## config.mk

```make
export PLATFORM = sky130hd
export DESIGN_NAME = expr_gen
export DESIGN_NICKNAME = d
export VERILOG_FILES = /design/src/rtl/expr_gen.sv
export SDC_FILE = /design/constraint.sdc
export NUM_CORES = 1
export LEC_CHECK = 0
export BUFFER_PORTS_ARGS = -buffer_cell sky130_fd_sc_hd__buf_2
export CAP_MARGIN = 30
export CORE_MARGIN = 4
export CORE_UTILIZATION = 57
export CTS_CLUSTER_SIZE = 25
export DETAILED_ROUTE_END_ITERATION = 6
export GPL_ROUTABILITY_DRIVEN = 0
export PLACE_DENSITY = 0.8
export REMOVE_ABC_BUFFERS = 1
export SLEW_MARGIN = 20
export SYNTH_ARGS = -nofsm -noshare
export SYNTH_HDL_FRONTEND = slang
export SYNTH_SLANG_ARGS = --single-unit
```

## constraint.sdc

```tcl
create_clock -name clk -period 4.1 [get_ports clk]
set_input_delay 0.82 -clock clk [delete_from_list [all_inputs] [get_ports clk]]
set_output_delay 0.82 -clock clk [all_outputs]
set_load 0.005 [all_outputs]
```

## src/rtl/expr_gen.sv

```systemverilog
// expr_gen: serialises a packed expression descriptor into an ASCII stream.
// Define EXPR_GEN_TERM_EN to append an '=' terminator after the expression.
module expr_gen #(
    parameter int MAX_TERMS = 4
) (
    input  logic                   clk,
    input  logic                   clr,
    input  logic                   start,
    input  logic [3:0]             nterms,
    input  logic [4*MAX_TERMS-1:0] digits,
    input  logic [MAX_TERMS-2:0]   ops,
    input  logic                   paren_en,
    input  logic [2:0]             paren_lo,
    input  logic [2:0]             paren_hi,
    output logic [7:0]             out,
    output logic                   out_valid,
    input  logic                   out_ready,
    output logic                   out_last,
    output logic                   busy,
    output logic                   done,
    output logic                   cfg_err
);

    localparam int KW = $clog2(MAX_TERMS) + 1;
    localparam int IW = KW - 1;

    typedef enum logic [2:0] {
        S_IDLE, S_LPAR, S_DIGIT, S_RPAR, S_OP, S_FIN, S_TERM
    } state_t;

`ifdef EXPR_GEN_TERM_EN
    localparam state_t S_END   = S_TERM;
    localparam logic   EXPR_LAST = 1'b0;
`else
    localparam state_t S_END   = S_FIN;
    localparam logic   EXPR_LAST = 1'b1;
`endif

    state_t                     state_q, state_d;
    logic [KW-1:0]              k_q, k_d;
    logic [3:0]                 n_q, n_d;
    logic [MAX_TERMS-1:0][3:0]  dig_q, dig_d;
    logic [MAX_TERMS-1:0]       ops_q, ops_d;
    logic                       par_q, par_d;
    logic [2:0]                 lo_q, lo_d;
    logic [2:0]                 hi_q, hi_d;
    logic                       err_q, err_d;

    logic [3:0]                 n_s;
    logic                       par_s;
    logic                       err_s;
    logic [MAX_TERMS-1:0][3:0]  dig_s;

    logic [4:0] kx, nx, lx, hx;
    logic [IW-1:0] ki;
    logic more, at_hi, beat;

    // Descriptor clean-up applied at the moment it is latched
    always_comb begin
        n_s   = nterms;
        err_s = 1'b0;
        if (nterms == 4'd0) begin
            n_s   = 4'd1;
            err_s = 1'b1;
        end else if (nterms > 4'(MAX_TERMS)) begin
            n_s   = 4'(MAX_TERMS);
            err_s = 1'b1;
        end
        par_s = paren_en && (paren_lo < paren_hi) && (4'(paren_hi) < n_s);
        if (paren_en && !par_s) err_s = 1'b1;
        for (int i = 0; i < MAX_TERMS; i++) begin
            dig_s[i] = digits[4*i +: 4];
            if (dig_s[i] > 4'd9) begin
                dig_s[i] = 4'd9;
                if (4'(i) < n_s) err_s = 1'b1;
            end
        end
    end

    always_comb begin
        kx    = 5'(k_q);
        nx    = 5'(n_q);
        lx    = 5'(lo_q);
        hx    = 5'(hi_q);
        ki    = k_q[IW-1:0];
        more  = (kx + 5'd1) < nx;
        at_hi = par_q && (kx == hx);

        state_d = state_q;
        k_d     = k_q;
        n_d     = n_q;
        dig_d   = dig_q;
        ops_d   = ops_q;
        par_d   = par_q;
        lo_d    = lo_q;
        hi_d    = hi_q;
        err_d   = err_q;

        out       = 8'h00;
        out_valid = 1'b0;
        out_last  = 1'b0;
        beat      = 1'b0;

        unique case (state_q)
            S_IDLE: begin
                if (start) begin
                    n_d     = n_s;
                    dig_d   = dig_s;
                    ops_d   = MAX_TERMS'({1'b0, ops});
                    par_d   = par_s;
                    lo_d    = paren_lo;
                    hi_d    = paren_hi;
                    err_d   = err_s;
                    k_d     = '0;
                    state_d = (par_s && paren_lo == 3'd0) ? S_LPAR : S_DIGIT;
                end
            end
            S_LPAR: begin
                out       = 8'h28;
                out_valid = 1'b1;
                beat      = out_ready;
                if (beat) state_d = S_DIGIT;
            end
            S_DIGIT: begin
                out       = 8'h30 + {4'h0, dig_q[ki]};
                out_valid = 1'b1;
                out_last  = !at_hi && !more && EXPR_LAST;
                beat      = out_ready;
                if (beat) begin
                    if (at_hi)     state_d = S_RPAR;
                    else if (more) state_d = S_OP;
                    else           state_d = S_END;
                end
            end
            S_RPAR: begin
                out       = 8'h29;
                out_valid = 1'b1;
                out_last  = !more && EXPR_LAST;
                beat      = out_ready;
                if (beat) state_d = more ? S_OP : S_END;
            end
            S_OP: begin
                out       = ops_q[ki] ? 8'h2A : 8'h2B;
                out_valid = 1'b1;
                beat      = out_ready;
                if (beat) begin
                    k_d     = k_q + KW'(1);
                    state_d = (par_q && (kx + 5'd1) == lx) ? S_LPAR : S_DIGIT;
                end
            end
            S_FIN: begin
                state_d = S_IDLE;
            end
`ifdef EXPR_GEN_TERM_EN
            S_TERM: begin
                out       = 8'h3D;
                out_valid = 1'b1;
                out_last  = 1'b1;
                beat      = out_ready;
                if (beat) state_d = S_FIN;
            end
`endif
            default: begin
                state_d = S_IDLE;
            end
        endcase
    end

    assign busy    = (state_q != S_IDLE);
    assign done    = (state_q == S_FIN);
    assign cfg_err = err_q;

    always_ff @(posedge clk) begin
        if (!clr) begin
            state_q <= S_IDLE;
            k_q     <= '0;
            n_q     <= 4'd1;
            dig_q   <= '0;
            ops_q   <= '0;
            par_q   <= 1'b0;
            lo_q    <= 3'd0;
            hi_q    <= 3'd0;
            err_q   <= 1'b0;
        end else begin
            state_q <= state_d;
            k_q     <= k_d;
            n_q     <= n_d;
            dig_q   <= dig_d;
            ops_q   <= ops_d;
            par_q   <= par_d;
            lo_q    <= lo_d;
            hi_q    <= hi_d;
            err_q   <= err_d;
        end
    end

endmodule

```

==> run metrics <==
Buffers on Ports=44; kind of capture point of the worst setup path=output port; worst hold slack after final layout=0.467 ns; Resized Gates After CTS=0; number of routed nets with antenna violations=0; final hold vios=0; final routed wirelength across all metal layers=5030 um; final period demand of the worst path=3.12 ns; Worst R2R Path Depth=8; placed wire-length estimate=3570 um; Worst Min Path Start=dig_q[5]; number of nets in the final layout=334; Synth Flop Type=dfxtp_1; classification of the worst-slack hold path=flop to flop; FILL cells=290; cell type with the highest occurrence count on the critical path=ha_1; number of instances in the synthesized netlist=257; result of the run=finished, final reports clean; worst flop-to-flop path startpoint=k_q[0]; multi-input combinational cell area=1270 um^2; most used cells in the layout excluding fill and tap cells=nand2_1, buf_2, dfxtp_1, a21boi_0, o21ai_0; worst IR drop on VDD=0.000250 V; vertical die dimension=69.3 um; final number of max-transition violations=0; Rel. slew slack=60.1%; starting density of the core=61.7%; via count of the routed design=1908; Final Skew=0.00238 ns; number of post-CTS setup repair buffers=0; num ports=47; count of flip-flops with a built-in enable after synthesis=0; CTS sink cnt=37; ordered list of cells on the worst path=ha_1 > xor2_2 > ha_1 > or3_1 > o22ai_1 > nor2_1 > buf_2; number of DRC markers after the initial detailed-route iteration=121; total power density per cell area=409 nW/um^2; first drt pass iteration count=4; ratio of cells with drive above 1 in the final layout=22.2%; total DRC errors in the routed layout=0; count of maximum capacitance violations=0; number of synthesized register bits=37; count of final setup violators=0; post-synthesis instance area=2140 um^2; number of clock buffers inserted by TritonCTS=5; Slew @ Worst Pin=0.598 ns; Core ar.=3470 um^2; sum of internal, switching and leakage power=1.00 mW; # hold bufs at CTS=0; Crit Path Class=flop to output port; Hold Path End=dig_q[5]; full die area=4800 um^2; clock tree from TritonCTS=built; mean cell area of the mapped netlist=8.33 um^2; cell chosen for the clock root=clkbuf_8; reg-to-reg endpoint=state_q[0]; Core Rows=21; Final period util=76.1%; Slowest Stage Delay on Critical Path=0.67 ns; Post-Route Setup TNS=0 ns; number of antenna violations at the first check in global routing=0; layout overhead on the synthesized area=14.7%; final routed wire length divided by cell count=14.8 um; WHS Path Cells=2; Synth Warn #=0; slowest CP cell=dfxtp_1; largest driver fanout on the critical path=14; horizontal extent of the die=69.3 um; signal arrival time at the worst endpoint=2.30 ns; Max H-tree Level=2; required time worst endpoint=3.28 ns; Congestion Overflow GR=0; detailed-route vias per instance=5.63; storage element area=741 um^2; register-to-register setup slack=1.86 ns; commonest non-fill, non-tap cell in the layout=nand2_1; number of global-route vias before repair=1784; antenna diode count=0; combined global-route utilization of all metal layers=21.3%; async set-or-reset flop fraction in the synthesized netlist=0%; Pleak=1.01 nW; share of synthesized area occupied by flip-flops and latches=34.6%; post-CTS clock slew at the launch and capture registers of the worst setup and hold paths=0.08 ns; maximum count of clock buffers along a single path=2; kind of start point of the critical path=flop; clock latency on the worst-skew pair=0.29 ns; setup repair after global routing missed its margin=no; number of library cell types mapped by synthesis=40; peak clock frequency supported by timing=320 MHz; wire length of the first global-routing pass=8450 um; largest net degree at the start of global routing=38
how the worst max path moves through the flow:
stage | slack, ns | to | startpoint
finish | 0.98 | out_last | k_q[0]
global route | 0.77 | out_last | k_q[0]
CTS | 0.96 | out_last | k_q[0]
detailed placement | 1.30 | out_last | k_q[0]
global placement | 1.33 | out_last | k_q[0]
floorplan | 1.56 | out_last | k_q[0]
power by group:
part | switching, mW | total (mW) | internal [mW]
Sequential | 0.0393 | 0.435 | 0.396
Combinational | 0.140 | 0.250 | 0.110
Clock | 0.136 | 0.318 | 0.182
Total | 0.316 | 1.00 | 0.688
Yosys cell counts (all sizes together), types with 4 or more instances:
cell type  count  area (um^2)
nand2         49          184
dfxtp         37          741
a21boi        25          188
o21ai         17         85.1
buf           14         85.1
nor2          12         52.6
nand3b         9         67.6
ha             8          100
inv            8         30.0
nand3          7         35.0
a21oi          6         30.0
xnor2          6         52.6
a31oi          5         31.3
clkbuf         5         18.8
and2           4         25.0
mux2i          4         40.0
mux4           4         90.1
nand2b         4         25.0
nor3           4         36.3
nor3b          4         30.0
o21a           4         30.0
o22ai          4         25.0
per-stage QoR:
step	instance area (um^2)	util (%)	std cells	setup slack, ns
2_1_floorplan	2040	-	239	1.56
3_3_place_gp	2320	67.0	330	1.33
3_5_place_dp	2320	67.0	330	1.30
4_1_cts	2440	70.3	338	0.959
5_1_grt	2450	70.8	339	0.775
6_report	2450	70.8	339	0.979
cell families (layout without fill, tap and decap cells):
group,count (synthesis),count (layout),synth area share [%]
AOI/OAI and AO/OA,67,67,20.9
xor gates and xnor gates,7,7,3.22
adders and majority gates,8,8,4.68
buffers and inverters,27,62,6.26
DFF,37,37,34.6
muxes,8,8,6.08
other,1,2,0.175
and+or+nand+nor,102,102,24.1
registers in the layout (all words and copies together), names as in the netlist:
register,count
cfg_err,1
dig_q,16
hi_q,3
k_q,3
lo_q,3
n_q,4
ops_q,3
par_q,1
state_q,3
per-layer routing:
| metal | vias up | share of wire (%) | global-route usage [%] |
|---|---|---|---|
| li1 | 968 | - | - |
| met1 | 883 | 46 | 29.1 |
| met2 | 53 | 48 | 34.1 |
| met3 | 4 | 5.0 | 3.91 |
| met4 | 0 | 0.81 | 6.07 |
| met5 | - | 0 | 0 |
area by class of cell:
type | count | area share [%]
clock buffers | 5 | 2.80
clock inverters | 3 | 1.89
inverters | 8 | 1.22
multi-input cells | 194 | 51.7
flip-flops and latches | 37 | 30.2
well taps | 46 | 2.34
repair buffers | 46 | 9.89
worst max-delay path, delay by kind of cell, from the launching register on:
family	cells	cell delay, ns
AOI/OAI and AO/OA	1	0.20
xor gates and xnor gates	1	0.10
adders and majority gates	2	0.52
buffers and inverters	1	0.12
DFF	1	0.67
and+or+nand+nor	2	0.40
Power figures use the tool's default switching activity.
